<file path="src/rtl/regfile_pkg.sv">
// Shared types and constants for the register-file writeback arbiter.
// Default widths, request bundle, round-robin side and a saturating adder.
package regfile_pkg;

  localparam int DEF_DATA_W = 32;
  localparam int DEF_ADDR_W = 5;
  localparam int ZERO_REG   = 0;

  typedef struct packed {
    logic [DEF_ADDR_W-1:0] rd;
    logic [DEF_DATA_W-1:0] data;
  } wb_req_t;

  typedef enum logic {
    SIDE_A = 1'b0,
    SIDE_B = 1'b1
  } rr_side_e;

  // Add up to two drops to an 8-bit counter, sticking at 255.
  function automatic logic [7:0] sat_add8(
    input logic [7:0] a,
    input logic [1:0] b
  );
    logic [8:0] s;
    s = {1'b0, a} + {7'b0, b};
    return s[8] ? 8'hFF : s[7:0];
  endfunction

endpackage

</file>
<file path="src/rtl/wb_hold_slot.sv">
// One-entry writeback holding buffer.
// Ready is a pure decode of the valid flag so no input reaches it.
import regfile_pkg::*;

module wb_hold_slot #(
  parameter type req_t = wb_req_t
) (
  input  logic clk,
  input  logic rst_n,
  input  logic load_i,
  input  req_t req_i,
  input  logic clear_i,
  output logic valid_o,
  output logic ready_o,
  output req_t req_o
);

  logic valid_q;
  req_t req_q;

  // Occupancy: load only lands when empty, clear only when full.
  always_ff @(posedge clk or negedge rst_n) begin
    if (!rst_n) begin
      valid_q <= 1'b0;
    end else if (load_i) begin
      valid_q <= 1'b1;
    end else if (clear_i) begin
      valid_q <= 1'b0;
    end
  end

  // Payload capture on load.
  always_ff @(posedge clk or negedge rst_n) begin
    if (!rst_n) begin
      req_q <= '0;
    end else if (load_i) begin
      req_q <= req_i;
    end
  end

  assign valid_o = valid_q;
  assign ready_o = !valid_q;
  assign req_o   = req_q;

endmodule

</file>
<file path="src/rtl/regfile_write_arbiter.sv">
// Round-robin share of the register-file write port between the ALU
// and load writeback paths, with r0 filtering and RAW hazard flags.
import regfile_pkg::*;

module regfile_write_arbiter #(
  parameter int DATA_W = DEF_DATA_W,
  parameter int ADDR_W = DEF_ADDR_W
) (
  input  logic              clock,
  input  logic              reset_n,
  input  logic              a_valid,
  output logic              a_ready,
  input  logic [ADDR_W-1:0] a_reg,
  input  logic [DATA_W-1:0] a_data,
  input  logic              b_valid,
  output logic              b_ready,
  input  logic [ADDR_W-1:0] b_reg,
  input  logic [DATA_W-1:0] b_data,
  output logic              RegWrite,
  output logic [ADDR_W-1:0] write_reg,
  output logic [DATA_W-1:0] write_data,
  input  logic [ADDR_W-1:0] read_reg1,
  input  logic [ADDR_W-1:0] read_reg2,
  output logic              hazard1,
  output logic              hazard2,
  output logic              zero_write_err,
  output logic [7:0]        drop_count
);

  typedef struct packed {
    logic [ADDR_W-1:0] rd;
    logic [DATA_W-1:0] data;
  } req_t;

  localparam logic [ADDR_W-1:0] ZERO_ADDR = ADDR_W'(ZERO_REG);

  logic     a_take, a_zero, a_load;
  logic     b_take, b_zero, b_load;
  logic     hold_a_vld, hold_b_vld;
  req_t     hold_a_req, hold_b_req;
  req_t     a_in, b_in;
  logic     grant_a, grant_b;
  rr_side_e rr_q, rr_d;
  logic     regwrite_q, regwrite_d;
  logic [ADDR_W-1:0] wreg_q, wreg_d;
  logic [DATA_W-1:0] wdata_q, wdata_d;
  logic     zerr_q;
  logic [7:0] drop_q;

  assign a_take = a_valid & a_ready;
  assign a_zero = a_take & (a_reg == ZERO_ADDR);
  assign a_load = a_take & ~a_zero;
  assign b_take = b_valid & b_ready;
  assign b_zero = b_take & (b_reg == ZERO_ADDR);
  assign b_load = b_take & ~b_zero;

  assign a_in = '{rd: a_reg, data: a_data};
  assign b_in = '{rd: b_reg, data: b_data};

  wb_hold_slot #(.req_t(req_t)) u_hold_a (
    .clk     (clock),
    .rst_n   (reset_n),
    .load_i  (a_load),
    .req_i   (a_in),
    .clear_i (grant_a),
    .valid_o (hold_a_vld),
    .ready_o (a_ready),
    .req_o   (hold_a_req)
  );

  wb_hold_slot #(.req_t(req_t)) u_hold_b (
    .clk     (clock),
    .rst_n   (reset_n),
    .load_i  (b_load),
    .req_i   (b_in),
    .clear_i (grant_b),
    .valid_o (hold_b_vld),
    .ready_o (b_ready),
    .req_o   (hold_b_req)
  );

  // A lone holder always wins; a tie goes to the pointer's side.
  assign grant_a = hold_a_vld & (~hold_b_vld | (rr_q == SIDE_A));
  assign grant_b = hold_b_vld & (~hold_a_vld | (rr_q == SIDE_B));

  // Pointer only moves after a contended grant.
  always_comb begin
    rr_d = rr_q;
    if (hold_a_vld && hold_b_vld) begin
      rr_d = (rr_q == SIDE_A) ? SIDE_B : SIDE_A;
    end
  end

  // Output stage next state; address/data hold when idle.
  always_comb begin
    regwrite_d = 1'b0;
    wreg_d     = wreg_q;
    wdata_d    = wdata_q;
    unique case (1'b1)
      grant_a: begin
        regwrite_d = 1'b1;
        wreg_d     = hold_a_req.rd;
        wdata_d    = hold_a_req.data;
      end
      grant_b: begin
        regwrite_d = 1'b1;
        wreg_d     = hold_b_req.rd;
        wdata_d    = hold_b_req.data;
      end
      default: ;
    endcase
  end

  // Registered write port and round-robin pointer.
  always_ff @(posedge clock or negedge reset_n) begin
    if (!reset_n) begin
      regwrite_q <= 1'b0;
      wreg_q     <= '0;
      wdata_q    <= '0;
      rr_q       <= SIDE_A;
    end else begin
      regwrite_q <= regwrite_d;
      wreg_q     <= wreg_d;
      wdata_q    <= wdata_d;
      rr_q       <= rr_d;
    end
  end

  // Dropped r0 writes: single pulse, counter may step by two.
  always_ff @(posedge clock or negedge reset_n) begin
    if (!reset_n) begin
      zerr_q <= 1'b0;
      drop_q <= '0;
    end else begin
      zerr_q <= a_zero | b_zero;
      drop_q <= sat_add8(drop_q, {1'b0, a_zero} + {1'b0, b_zero});
    end
  end

  function automatic logic hz(input logic [ADDR_W-1:0] rr);
    return (rr != ZERO_ADDR) &
           ((hold_a_vld & (hold_a_req.rd == rr)) |
            (hold_b_vld & (hold_b_req.rd == rr)) |
            (regwrite_q & (wreg_q == rr)));
  endfunction

  assign hazard1        = hz(read_reg1);
  assign hazard2        = hz(read_reg2);
  assign RegWrite       = regwrite_q;
  assign write_reg      = wreg_q;
  assign write_data     = wdata_q;
  assign zero_write_err = zerr_q;
  assign drop_count     = drop_q;

endmodule
</file>
<file path="config.mk">
export PLATFORM = sky130hd
export DESIGN_NAME = regfile_write_arbiter
export DESIGN_NICKNAME = d
export VERILOG_FILES = /design/src/rtl/regfile_pkg.sv /design/src/rtl/wb_hold_slot.sv /design/src/rtl/regfile_write_arbiter.sv
export SDC_FILE = /design/constraint.sdc
export NUM_CORES = 1
export LEC_CHECK = 0
export CORE_MARGIN = 2
export CORE_UTILIZATION = 43
export CTS_CLUSTER_DIAMETER = 50
export DETAILED_ROUTE_END_ITERATION = 6
export GPL_TIMING_DRIVEN = 0
export MAX_ROUTING_LAYER = met4
export PLACE_DENSITY = 0.78
export SLEW_MARGIN = 20
export SYNTH_ARGS = -nofsm -noshare
export SYNTH_HDL_FRONTEND = slang
export SYNTH_HIERARCHICAL = 1
export SYNTH_SLANG_ARGS = --single-unit
export TNS_END_PERCENT = 5
</file>
<file path="constraint.sdc">
create_clock -name clock -period 2.1 [get_ports clock]
set_input_delay 0.42 -clock clock [delete_from_list [all_inputs] [get_ports clock]]
set_output_delay 0.42 -clock clock [all_outputs]
set_load 0.01 [all_outputs]
</file>
# --- After elaboration in Yosys (flattened, before gate mapping) ---
# Index checks and enable logic that the tools add are counted.
word_totals:
  regBits: 124
  elab_cells: 68
  output_inout_bits: 51
  input_bits: 88
op_classes:
  add_sub_neg: 2
  mux: 9
  reduce_logical: 11
  n_eq_ne: 6
  n_bitwise: 28
ops:
  columns: ["cell", "n"]
  rows:
  - ["32-bit case mux with 2 select lines", 1]
  - ["5-bit equality test", 6]
  - ["1-bit AND", 16]
  - ["5-bit logical NOT", 2]
  - ["5-bit case mux with 2 select lines", 1]
  - ["5-bit nonzero test", 2]
  - ["8-bit by 2-bit adder with 9-bit output", 1]
  - ["8-bit two-way mux", 1]
  - ["1-bit OR", 7]
  - ["1-bit two-way mux", 6]
  - ["2-bit nonzero test", 3]
  - ["1-bit NOT", 5]
  - ["1-bit by 1-bit adder with 2-bit output", 1]
  - ["1-bit logical NOT", 2]
  - ["2-bit OR reduction", 1]
  - ["1-bit logical AND", 1]

# --- Logic depth before layout (Yosys ltp) ---
logic_depth:
  word_depth: 6
  depth_mapped: 10
  ltp_nobuf: 10

# --- Modules after synthesis ---
# The synthesis kept the hierarchy.
modules_own_cells:
  columns: ["mod", "instances", "seq_area_each_um2", "cells_per_inst", "area_per_inst_um2"]
  rows:
  - ["wb_hold_slot", 2, 950.9, 81, 1488.9]
  - ["regfile_write_arbiter", 1, 1201.2, 347, 2971.6]

# --- Least setup slack after synthesis ---
# No wires, ideal clock.
synth_timing:
  path_type: "input to register"
  start: "input a_reg[0]"
  end: "register drop_q[1], in the netlist drop_count[1]"
  n_path_buf: 0
  path_slack_ns: -0.377
  setup_ns: 0.070
  t_required_ns: 2.030
  t_arrival_ns: 2.406
  path_stages: 10
  cell_sequence: "or4_4 nor2_2 nand3_2 fa_1 inv_1 ha_1 and3_1 and3_1 nand3_1 nand2b_1"
synth_between:
  elab_chain_len: 5
synth_lines:
  columns: ["element", "line", "text"]
  rows:
  - ["start, declared", "regfile_write_arbiter.sv:13", "input logic [ADDR_W-1:0] a_reg,"]
  - ["5-bit logical NOT", "regfile_write_arbiter.sv:51", "assign a_zero = a_take & (a_reg == ZERO_ADDR);"]
  - ["1-bit AND", "regfile_write_arbiter.sv:51", null]
  - ["1-bit by 1-bit adder with 2-bit output", "regfile_write_arbiter.sv:136", "drop_q <= sat_add8(drop_q, {1'b0, a_zero} + {1'b0, b_zero});"]
  - ["8-bit by 2-bit adder with 9-bit output", "regfile_pkg.sv:25", "s = {1'b0, a} + {7'b0, b};"]
  - ["8-bit two-way mux", "regfile_pkg.sv:26", "return s[8] ? 8'hFF : s[7:0];"]
  - ["end signal, assigned", "regfile_write_arbiter.sv:136", null]
  - ["end, declared", "regfile_write_arbiter.sv:48", "logic [7:0] drop_q;"]
# No other way between the ends.
# A chain may end at the register's enable or synchronous reset.

# --- Final worst setup path ---
layout_timing:
  start: "input b_reg[3]"
  end: "register drop_q[6], in the netlist drop_count[6]"
layout_between:
  elab_chain_len: 5
layout_lines:
  columns: ["element", "line", "text"]
  rows:
  - ["start, declared", "regfile_write_arbiter.sv:17", "input logic [ADDR_W-1:0] b_reg,"]
  - ["5-bit logical NOT", "regfile_write_arbiter.sv:54", "assign b_zero = b_take & (b_reg == ZERO_ADDR);"]
  - ["1-bit AND", "regfile_write_arbiter.sv:54", null]
  - ["1-bit by 1-bit adder with 2-bit output", "regfile_write_arbiter.sv:136", null]
  - ["8-bit by 2-bit adder with 9-bit output", "regfile_pkg.sv:25", null]
  - ["8-bit two-way mux", "regfile_pkg.sv:26", null]
# No other way between the ends.

==> out/qor.yml <==
clock_tree:
  cts_tree: "yes"
  htreeDepth: 4
  clk_pin_slew_worst_paths_ps: 50
  cts-buffers-inserted: 17
  clock_tree.root_cell: "clkbuf_16"
  clk_latency_ps: 420
  clockBufferDepth: 2
  cts.sinks: 124
floorplan:
  die_h_um: 122
  io_pins: 139
  dieArea_mm2: 0.0148
  initial_core_util_pct: 44.4
  num_rows: 42
  core_area_mm2: 0.0134
  die_x_um: 122
logic_synthesis:
  syn_avg_cell_area_um2: 11.7
  synth_top_cells_by_count: "124 x dfrtp_1, 48 x nor2_1, 42 x mux2_2, 38 x inv_1, 38 x mux2_4"
  synthFlopType: "dfrtp_1"
  synth_cells: 509
  synth_area_mm2: 0.00595
  yosysMostFrequentCell: "dfrtp_1"
  synth_area_leaders: "dfrtp_1 52%, mux2_4 9.6%, mux2_2 7.9%"
  seq_area_frac_synth_pct: 52.2
  syn_nets: 599
  synth_edf_count: 0
  yosysWarnings: 6
  yosysUniqueCellTypes: 35
  synth_top_area_share_pct: 52.2
  synthArstFlopShare_pct: 100
  ys_seq_elements: 124
  synth_area_leader_cell: "dfrtp_1"
power:
  p_leak_nw: 3.63
  ir_worst_vdd_mv: 0.814
  power.density_mw_per_mm2: 1650
  power_w: 0.0136
route:
  route.vias.total: 4539
  drt_first_pass_iters: 5
  post_drt_wl_per_cell_um: 18.6
  drt_iter0_drc: 491
  vias_per_cell: 5.28
  routed_wl_mm: 16.0
  ant_nets: 0
  drc: 0
setup_path:
  max_stage_delay_ps: 430
  crit_chain: "dlygate4sd2_1 -> or4_4 -> nor2_4 -> nand3_2 -> fa_2 -> inv_2 -> ha_4 -> and3_4 -> and3_4 -> nor2b_1 -> a21oi_1"
  slowest_stage: "or4_4"
  rr_endpoint: "drop_count[6]"
  crit_top_cell: "and3_4"
  rrSetupSlack_ps: 140
  worstPathArrival_ps: 2500
  worstSetupPathType: "input port to flip-flop"
  required_ps: 2400
  ff2ff_path_depth: 9
  start_kind: "input port"
  rr_startpoint: "u_hold_a/valid_o"
  end_kind: "flip-flop"
  crit_path_max_fanout: 3
timing:
  setup_ws_ps: -98.7
  fmax_mhz: 455
  relSlewSlack_pct: 66.0
  setup_tns_ps: -873
  min_period_over_period_pct: 105
  grt_setup_unrepaired: "yes"
  worst_pin_slew_ps: 510
  skew_ps: 8.18
  timing.hold.ws_ps: 235
  hold_violations: 0
  setup_viol: 10
  min_period_ps: 2200
  finalMaxSlewViolations: 0
global_route:
  first_global_vias: 4808
  antenna_found_initial: 0
  grt_use_total_pct: 22.9
  grt_overflow: 0
  grt_max_degree: 77
  grt_pass1_wl_mm: 25.1
outcome:
  status: "finished, violations left"
  failed_checks: "negative setup slack"
min_path:
  hp-class: "input port to flip-flop"
  whs_path_depth: 2
  whs_endpoint: "u_hold_a/req_o[34]"
  min_from: "a_reg[2]"
final_layout:
  final_cells: 860
  drive_gt1_share_pct: 26.3
  fin_nets: 763
  syn2layout_area_growth_pct: 39.0
  diodes: 0
place:
  place.gp.congestion: 0.923
  dp_cells: 824
  dp_slack_ps: -918
  dp_hpwl_mm: 11.1
  portBuffers: 138
run:
  cap_viol_max_count: 0
timing repair:
item / CTS / global route
hold buffers: 1 / 0
setup endpoints to repair: 10 / 10
gates cloned: 0 / 0
setup buffers: 6 / 0
pin swaps: 17 / 2
gates resized for setup: 57 / 4
endpoints found under the hold margin: 48 / 0
layout make-up:
type / instances / area (um2)
clock buffers: 24 / 502
inverters: 38 / 143
flip-flops and latches: 124 / 3110
well taps: 176 / 220
repair buffers: 146 / 1420
multi-input cells: 314 / 2520
clock inverters: 6 / 109
plain buffers: 32 / 246
fillers: 1072 / 5130
power breakdown:
group | switching (W) | internal (W) | total, W
logic | 0.00293 | 0.00319 | 0.00612
clock network | 0.00102 | 0.00201 | 0.00303
registers | 0.000878 | 0.00362 | 0.00450
total | 0.00483 | 0.00882 | 0.0136
stage by stage:
step           area [um2]  utilization (%)
2_1_floorplan        5980                -
4_1_cts              8260             61.6
5_1_grt              8270             61.7
3_3_place_gp         7580             56.6
3_5_place_dp         7610             56.8
6_report             8270             61.7
critical path, delay by kind of cell:
kind	cells	cell delay (ps)
buffers and inverters	2	330
and+or+nand+nor	6	1190
AOI/OAI and AO/OA	1	70
adders and majority gates	2	500
cells by family after synthesis:
group,synth area share [%]
xor gates and xnor gates,5.15
AOI/OAI and AO/OA,10.9
muxes,17.5
adders and majority gates,0.547
DFF,52.2
and+or+nand+nor,7.13
buffers and inverters,6.60
worst max path at each step:
stage,startpoint,end,slack (ps),cells past startpoint
6_report,b_reg[3],drop_count[6],-100,11
5_1_grt,u_hold_a/req_o[35],hazard1,-180,5
4_1_cts,u_hold_b/req_o[35],hazard1,-100,5
3_5_place_dp,a_reg[0],drop_count[6],-920,11
3_3_place_gp,reset_n,write_data[11],-4020,1
2_1_floorplan,b_reg[0],drop_count[6],-330,10
routing by layer:
metal	wire [um]	part of all wire, %	up-vias	global-route usage, %
met3	968	6.1	29	6.18
met2	7930	50	168	36.9
met1	6730	42	2229	28.0
met4	353	2.2	0	8.19
li1	-	-	2113	-
met5	0	0	-	-
layout by cell type (no fill, tap or decap), types with 3 or more instances in the layout:
cell type	netlist	layout
xor2_1	26	26
nor4_1	6	3
a31oi_1	32	32
clkbuf_8	0	5
bufinv_16	0	3
buf_4	2	8
nand2_1	11	11
mux2_4	38	38
nand3_2	2	3
inv_1	38	37
dlygate4sd2_1	0	10
mux2_2	42	42
clkbuf_1	5	6
o22ai_1	37	37
dfrtp_1	124	115
nor4_2	0	3
buf_6	14	16
a21oi_1	35	34
clkdlybuf4s50_1	0	118
xnor2_1	9	9
clkbuf_16	0	17
nor2_1	48	48
buf_2	11	18
dfrtp_2	0	9
Note: power is estimated with default switching activity, not from simulation.
